File: src/rtl/wb_stage_pkg.sv
// Shared types and default widths for the write-back stage.
// The load-timeout option is selected with the WB_LOAD_TIMEOUT_EN macro.
package wb_stage_pkg;
    localparam int WB_WORD_WIDTH     = 32;
    localparam int WB_REG_FILE_DEPTH = 4;
    localparam int WB_TIMEOUT_CYCLES = 15;

    typedef enum logic [0:0] {
        IDLE      = 1'b0,
        LOAD_WAIT = 1'b1
    } wb_state_e;
endpackage

File: src/rtl/wb_stage_if.sv
// MEM-stage input bundle and register-file write port of the write-back stage.
// Handshake: valid_in marks a retiring instruction; while freeze is high the upstream holds every MEM-stage input unchanged.
interface wb_stage_if import wb_stage_pkg::*; #(
    parameter int WORD_WIDTH     = WB_WORD_WIDTH,
    parameter int REG_FILE_DEPTH = WB_REG_FILE_DEPTH
);
    logic                      valid_in;
    logic                      wb_en_in;
    logic                      mem_read_in;
    logic [REG_FILE_DEPTH-1:0] dest_in;
    logic [WORD_WIDTH-1:0]     alu_result_in;
    logic [WORD_WIDTH-1:0]     mem_rdata;
    logic                      mem_rvalid;
    logic                      freeze;
    logic                      reg_file_enable;
    logic [REG_FILE_DEPTH-1:0] reg_file_wb_address;
    logic [WORD_WIDTH-1:0]     reg_file_wb_data;
    logic                      fwd_valid;
    logic [REG_FILE_DEPTH-1:0] fwd_dest;
    logic [WORD_WIDTH-1:0]     fwd_data;
    logic                      load_error;

    modport slave (
        input  valid_in, wb_en_in, mem_read_in, dest_in, alu_result_in,
               mem_rdata, mem_rvalid,
        output freeze, reg_file_enable, reg_file_wb_address, reg_file_wb_data,
               fwd_valid, fwd_dest, fwd_data, load_error
    );

    modport master (
        output valid_in, wb_en_in, mem_read_in, dest_in, alu_result_in,
               mem_rdata, mem_rvalid,
        input  freeze, reg_file_enable, reg_file_wb_address, reg_file_wb_data,
               fwd_valid, fwd_dest, fwd_data, load_error
    );
endinterface

File: src/rtl/wb_timeout_counter.sv
// Load-wait cycle counter; tc_o flags the last permitted wait cycle.
// Only instantiated when WB_LOAD_TIMEOUT_EN is defined.
module wb_timeout_counter #(
    parameter int TIMEOUT_CYCLES = 15
) (
    input  logic clk,
    input  logic rst,
    input  logic clear_i,
    input  logic count_i,
    output logic tc_o
);
    localparam int CW = $clog2(TIMEOUT_CYCLES + 1);

    logic [CW-1:0] count_q;

    // Count k-1 during the k-th wait cycle, so the terminal count lands on wait cycle TIMEOUT_CYCLES.
    assign tc_o = (count_q == CW'(TIMEOUT_CYCLES - 1));

    always_ff @(posedge clk or negedge rst) begin
        if (!rst) begin
            count_q <= '0;
        end else if (clear_i) begin
            count_q <= '0;
        end else if (count_i && !tc_o) begin
            count_q <= count_q + 1'b1;
        end
    end
endmodule

File: src/rtl/wb_stage.sv
// Write-back stage: commits ALU results and load data to the register file, freezing upstream on outstanding loads.
// Define WB_LOAD_TIMEOUT_EN to abort loads that wait TIMEOUT_CYCLES without a response.
module wb_stage import wb_stage_pkg::*; #(
    parameter int WORD_WIDTH     = WB_WORD_WIDTH,
`ifdef WB_LOAD_TIMEOUT_EN
    parameter int TIMEOUT_CYCLES = WB_TIMEOUT_CYCLES,
`endif
    parameter int REG_FILE_DEPTH = WB_REG_FILE_DEPTH
) (
    input  logic       clk,
    input  logic       rst,
    wb_stage_if.slave  bus,
    output wb_state_e  state_o
);
    wb_state_e                 state_q, state_d;
    logic                      en_q, en_d;
    logic [REG_FILE_DEPTH-1:0] addr_q, addr_d;
    logic [WORD_WIDTH-1:0]     data_q, data_d;
    logic [REG_FILE_DEPTH-1:0] pend_q, pend_d;
    logic                      freeze_c;
    logic                      wait_enter;

`ifdef WB_LOAD_TIMEOUT_EN
    logic err_q, err_d;
    logic timeout_hit;

    wb_timeout_counter #(
        .TIMEOUT_CYCLES (TIMEOUT_CYCLES)
    ) u_timeout (
        .clk     (clk),
        .rst     (rst),
        .clear_i (wait_enter),
        .count_i (state_q == LOAD_WAIT),
        .tc_o    (timeout_hit)
    );
`endif

    always_comb begin
        state_d    = state_q;
        en_d       = 1'b0;
        addr_d     = addr_q;
        data_d     = data_q;
        pend_d     = pend_q;
        freeze_c   = 1'b0;
        wait_enter = 1'b0;
`ifdef WB_LOAD_TIMEOUT_EN
        err_d      = err_q;
`endif
        case (state_q)
            IDLE: begin
                if (bus.valid_in && bus.wb_en_in) begin
                    if (!bus.mem_read_in) begin
                        en_d   = 1'b1;
                        addr_d = bus.dest_in;
                        data_d = bus.alu_result_in;
                    end else if (bus.mem_rvalid) begin
                        en_d   = 1'b1;
                        addr_d = bus.dest_in;
                        data_d = bus.mem_rdata;
                    end else begin
                        freeze_c   = 1'b1;
                        pend_d     = bus.dest_in;
                        wait_enter = 1'b1;
                        state_d    = LOAD_WAIT;
                    end
                end
            end
            LOAD_WAIT: begin
                if (bus.mem_rvalid) begin
                    en_d    = 1'b1;
                    addr_d  = pend_q;
                    data_d  = bus.mem_rdata;
                    state_d = IDLE;
                end
`ifdef WB_LOAD_TIMEOUT_EN
                else if (timeout_hit) begin
                    err_d   = 1'b1;
                    state_d = IDLE;
                end
`endif
                else begin
                    freeze_c = 1'b1;
                end
            end
            default: state_d = IDLE;
        endcase
    end

    always_ff @(posedge clk or negedge rst) begin
        if (!rst) begin
            state_q <= IDLE;
            en_q    <= 1'b0;
            addr_q  <= '0;
            data_q  <= '0;
            pend_q  <= '0;
`ifdef WB_LOAD_TIMEOUT_EN
            err_q   <= 1'b0;
`endif
        end else begin
            state_q <= state_d;
            en_q    <= en_d;
            addr_q  <= addr_d;
            data_q  <= data_d;
            pend_q  <= pend_d;
`ifdef WB_LOAD_TIMEOUT_EN
            err_q   <= err_d;
`endif
        end
    end

    // Upstream may still be presenting a load while reset is low; freeze must not follow it.
    assign bus.freeze              = freeze_c & rst;
    assign bus.reg_file_enable     = en_q;
    assign bus.reg_file_wb_address = addr_q;
    assign bus.reg_file_wb_data    = data_q;
    assign bus.fwd_valid           = en_q;
    assign bus.fwd_dest            = addr_q;
    assign bus.fwd_data            = data_q;
`ifdef WB_LOAD_TIMEOUT_EN
    assign bus.load_error          = err_q;
`else
    assign bus.load_error          = 1'b0;
`endif
    assign state_o                 = state_q;
endmodule

File: src/flat_wrapper.sv
// flat-port wrapper written by rule: the top's interface ports become plain ports
module wb_stage_flat import wb_stage_pkg::*;
#(
    parameter int WORD_WIDTH     = WB_WORD_WIDTH,

    parameter int REG_FILE_DEPTH = WB_REG_FILE_DEPTH
)
  (clk, rst, state_o, bus_valid_in, bus_wb_en_in, bus_mem_read_in, bus_dest_in, bus_alu_result_in, bus_mem_rdata, bus_mem_rvalid, bus_freeze, bus_reg_file_enable, bus_reg_file_wb_address, bus_reg_file_wb_data, bus_fwd_valid, bus_fwd_dest, bus_fwd_data, bus_load_error);
  wb_stage_if #(.WORD_WIDTH(WORD_WIDTH), .REG_FILE_DEPTH(REG_FILE_DEPTH)) bus_i ();
  input  logic clk;
  input  logic rst;
  output wb_state_e state_o;
  input wire logic [$bits(bus_i.valid_in)-1:0] bus_valid_in;
  input wire logic [$bits(bus_i.wb_en_in)-1:0] bus_wb_en_in;
  input wire logic [$bits(bus_i.mem_read_in)-1:0] bus_mem_read_in;
  input wire logic [$bits(bus_i.dest_in)-1:0] bus_dest_in;
  input wire logic [$bits(bus_i.alu_result_in)-1:0] bus_alu_result_in;
  input wire logic [$bits(bus_i.mem_rdata)-1:0] bus_mem_rdata;
  input wire logic [$bits(bus_i.mem_rvalid)-1:0] bus_mem_rvalid;
  output wire logic [$bits(bus_i.freeze)-1:0] bus_freeze;
  output wire logic [$bits(bus_i.reg_file_enable)-1:0] bus_reg_file_enable;
  output wire logic [$bits(bus_i.reg_file_wb_address)-1:0] bus_reg_file_wb_address;
  output wire logic [$bits(bus_i.reg_file_wb_data)-1:0] bus_reg_file_wb_data;
  output wire logic [$bits(bus_i.fwd_valid)-1:0] bus_fwd_valid;
  output wire logic [$bits(bus_i.fwd_dest)-1:0] bus_fwd_dest;
  output wire logic [$bits(bus_i.fwd_data)-1:0] bus_fwd_data;
  output wire logic [$bits(bus_i.load_error)-1:0] bus_load_error;
  assign bus_i.valid_in = bus_valid_in;
  assign bus_i.wb_en_in = bus_wb_en_in;
  assign bus_i.mem_read_in = bus_mem_read_in;
  assign bus_i.dest_in = bus_dest_in;
  assign bus_i.alu_result_in = bus_alu_result_in;
  assign bus_i.mem_rdata = bus_mem_rdata;
  assign bus_i.mem_rvalid = bus_mem_rvalid;
  assign bus_freeze = bus_i.freeze;
  assign bus_reg_file_enable = bus_i.reg_file_enable;
  assign bus_reg_file_wb_address = bus_i.reg_file_wb_address;
  assign bus_reg_file_wb_data = bus_i.reg_file_wb_data;
  assign bus_fwd_valid = bus_i.fwd_valid;
  assign bus_fwd_dest = bus_i.fwd_dest;
  assign bus_fwd_data = bus_i.fwd_data;
  assign bus_load_error = bus_i.load_error;
  wb_stage #(.WORD_WIDTH(WORD_WIDTH), .REG_FILE_DEPTH(REG_FILE_DEPTH)) u_core (.clk(clk), .rst(rst), .bus(bus_i), .state_o(state_o));
endmodule
File: config.mk
export PLATFORM = sky130hd
export DESIGN_NAME = wb_stage_flat
export DESIGN_NICKNAME = d
export VERILOG_FILES = /design/src/rtl/wb_stage_pkg.sv /design/src/rtl/wb_stage_if.sv /design/src/rtl/wb_timeout_counter.sv /design/src/rtl/wb_stage.sv /design/src/flat_wrapper.sv
export SDC_FILE = /design/constraint.sdc
export NUM_CORES = 1
export LEC_CHECK = 0
export ABC_AREA = 0
export BUFFER_PORTS_ARGS = -buffer_cell sky130_fd_sc_hd__buf_2
export CAP_MARGIN = 25
export CORE_UTILIZATION = 39
export DETAILED_ROUTE_END_ITERATION = 8
export GPL_ROUTABILITY_DRIVEN = 0
export HOLD_SLACK_MARGIN = 0.08
export PLACE_DENSITY = 0.78
export SETUP_SLACK_MARGIN = 0.05
export SLEW_MARGIN = 30
export SYNTH_ARGS = -nofsm -noshare
export SYNTH_HDL_FRONTEND = slang
export SYNTH_SLANG_ARGS = --single-unit
File: constraint.sdc
create_clock -name clk -period 1.5 [get_ports clk]
set_input_delay 0 -clock clk [delete_from_list [all_inputs] [get_ports clk]]
set_output_delay 0 -clock clk [all_outputs]
set_load 0.005 [all_outputs]
==> metrics.md <==
| Metric | Value |
|---|---|
| Outcome | finished, violations left |
| Failing checks | setup timing |
| GR Overflow Total | 0 |
| Post-Synth Adder-Cell Area | 0 |
| Avg Cell Area, Syn | 14.0 sq um |
| Gr busiest metal | met2 |
| Vias in the first global route | 2029 |
| Max VDD drop | between 0.5 and 0.6 mV |
| Register area share after synthesis | 0.434 |
| Clock-pin slew on the worst setup and hold paths | roughly 80 ps |
| Final hold viol count | 0 |
| Top cells by count, synth | 42 x dfrtp_1, 42 x mux2_2, 39 x buf_4 |
| #FFs+latches synth | 42 |
| Net Sw Frac | 0.284 |
| Internal power | roughly 2.7 mW |
| Design Power | about 3.8 mW |
| # IOs | ~150 |
| CTS tree | built |
| Total number of vias | roughly 2000 |
| Synth Flop Type | dfrtp_1 |
| Synth Area in XOR/XNOR | 0 |
| Max-slew violation count | 0 |
| Crit. Startpoint | u_core.state_o |
| Routed length per instance | approximately 16 microns |
| Final net count | 432 |
| Final setup margin | -9.03 ps |
| Htree depth | 2 |
| Height of the die | just over 80 microns |
| ANT nets after route | 0 |
| Die area | around 6500 sq um |
| WP data arrival | roughly 1700 ps |
| Post-synth top area share | 0.434 |
| FMAX | 0.663 GHz |
| Unrepaired setup endpoints after global routing | true |
| Largest net degree at the start of global routing | 43 |
| Detailed Route WL | 6780 microns |
| Compound-Gate Fraction of Synth Area | 0.00620 |
| Worst-Margin Slew | ~540 ps |
| Syn. warnings | 0 |
| Crit end category | flip-flop |
| Fin cells | roughly 430 |
| Final setup fails | 8 |
| DP Wirelength | around 3700 microns |
| I/O Buffers | roughly 150 |
| CP Data Required Time | ~1700 ps |
| Fin crit period | approximately 1500 ps |
| First-pass iteration count of the detailed router | 5 |
| M2 GR Usage | 0.385 |
| Simple-gate share of the synthesized area | 0.0150 |
| Overall die width | 80.8 microns |
| Combinational share of power | 0.382 |
| Synthesized net count | about 250 |
| Starting density of the core | 0.407 |
| Dpl cells | approximately 360 |
| Maximum clock path buffer count | 2 |
| Num CTS Buffers | 5 |
| Netlist cell types | 14 |
| Clock network power share | 0.197 |
| Vias/cell | around 4.6 |
| Min-Delay Path Class | in -> reg |
| P_leak | approximately 2.0 nW |
| Clock Latency Late Sink | ~290 ps |
| Pre-CTS WS | 0.977 ps |
| Max cap viols | 0 |
| Synth area leaders | dfrtp_1 43%, mux2_2 20%, mux2_4 18% |
| Reg power frac | 0.421 |
| CP startpoint kind | flip-flop |
| NetSw | around 1.1 mW |
| Pwr/cell area | slightly below 1000 nW/um^2 |
| Clk_skew | 4.06 ps |
| Ant diodes | 0 |
| Syn Inst Count | ~170 |
| Crit share post-route | 1.01 |
| Clock root buffer | clkbuf_8 |
| Finished Core Util | 0.648 |
| Critical path class | reg -> reg |
| Global Route Usage Sum | 0.199 |
| Initial antenna violation count | 0 |
| EDFF count, synth | 0 |
| Area grow syn2layout | 59.3% |
| Maximum fanout along the worst path | 17 |
| # rows | 28 |
| R2r startpoint | u_core.state_o |
| First-pass GRT wire length | slightly below 10000 microns |
| Iteration-0 DRC count of the detailed router | 34 |
| Post-Syn Area | between 2000 and 2500 sq um |
| GRT met1 Usage | 0.209 |
| Core Area | a little under 6000 sq um |
| Post-synthesis mux area share | 0.398 |
| DRC violations left | 0 |
| Slew HR | 0.640 |
| Synth area leader | dfrtp_1 |
| FFs w/ async S/R, synth | 1.00 |
| CTS sink cnt | between 40 and 50 |
| Largest family of logic cells by synthesized area | multiplexers |
| HP Start | bus_alu_result_in[30] |
| Post-CTS Setup Bufs | 0 |
| Layout cells sized above 1 | 0.669 |
| Met3 Use GR | 0.0472 |
[registers in the layout, indices dropped and copies added, names as in the netlist]
| name | cells |
|---|---|
| u_core.bus.fwd_data | 32 |
| u_core.bus.fwd_dest | 4 |
| u_core.pend_q | 4 |
| u_core.bus.fwd_valid | 1 |
| u_core.state_o | 1 |
[power groups by stage]
stage | clock [mW] | combinational, mW | sequential [mW]
floorplan | 0 | 0.932 | 1.61
global placement | 0 | 1.25 | 1.60
detailed placement | 0 | 1.27 | 1.61
CTS | 0.780 | 1.43 | 1.59
global route | 0.829 | 1.58 | 1.64
finish | 0.749 | 1.46 | 1.60
[per-layer routing]
metal | share of wire | vias up
met5 | 0 | -
met4 | 0.015 | 0
met2 | 0.53 | 103
met3 | 0.070 | 12
li1 | - | 928
met1 | 0.38 | 970
[layout make-up]
cell class	count	area, sq um
Fill cell	451	2100
Timing Repair Buffer	224	1530
Multi-Input combinational cell	85	1090
Sequential cell	42	1050
Tap cell	75	93.8
Clock buffer	7	86.3
Clock inverter	1	5.00
[final timing paths]
check / cells past startpoint / end / slack [ps]
setup / recovery: 4 / u_core.bus.fwd_data[26] / -9
hold / removal: 3 / u_core.bus.fwd_data[30] / 110
setup reg to reg: 4 / u_core.bus.fwd_data[26] / -9
hold reg to reg: 1 / u_core.pend_q[2] / 500
max in group asynchronous: 3 / u_core.bus.fwd_data[17] / 720
min in group asynchronous: 3 / u_core.bus.fwd_dest[3] / 400
[per-stage QoR]
stage / TNS (ps) / instance area [sq um] / hold WS [ps]
3_3_place_gp: 0 / 3030 / 164
5_1_grt: -814 / 3860 / 99.6
3_5_place_dp: 0 / 3030 / 161
2_1_floorplan: -1500 / 2480 / -296
4_1_cts: -83.8 / 3820 / 82.5
6_report: -37.0 / 3860 / 109
[worst max-delay path, cell delays in order, from the launching register on]
cell and delay (ps):
dfrtp_1 410, nor2_4 180, buf_12 200, mux2_2 350
mux2_4 260
[layout by cell type, fill, tap and decap left out, drive strengths merged]
| cell | count |
|---|---|
| a31oi | 1 |
| and2 | 2 |
| buf | 155 |
| clkbuf | 7 |
| clkinv | 1 |
| conb | 1 |
| dfrtp | 42 |
| dlygate4sd3 | 69 |
| mux2 | 76 |
| nand3 | 1 |
| nor2 | 3 |
| o22a | 1 |
[timing repair]
action                                  4_1_cts  5_1_grt
resized for setup                             6        8
hold endpoints to repair                     79        1
hold buffers                                 68        1
endpoints found under the setup margin       36       36
[logic make-up (layout without fill, tap and decap cells)]
group,after synthesis,in the layout
compound gates,2,2
other cells,1,1
buf+inv,46,232
flops,42,42
mux,76,76
simple gates,6,6
Power figures use the tool's default switching activity.
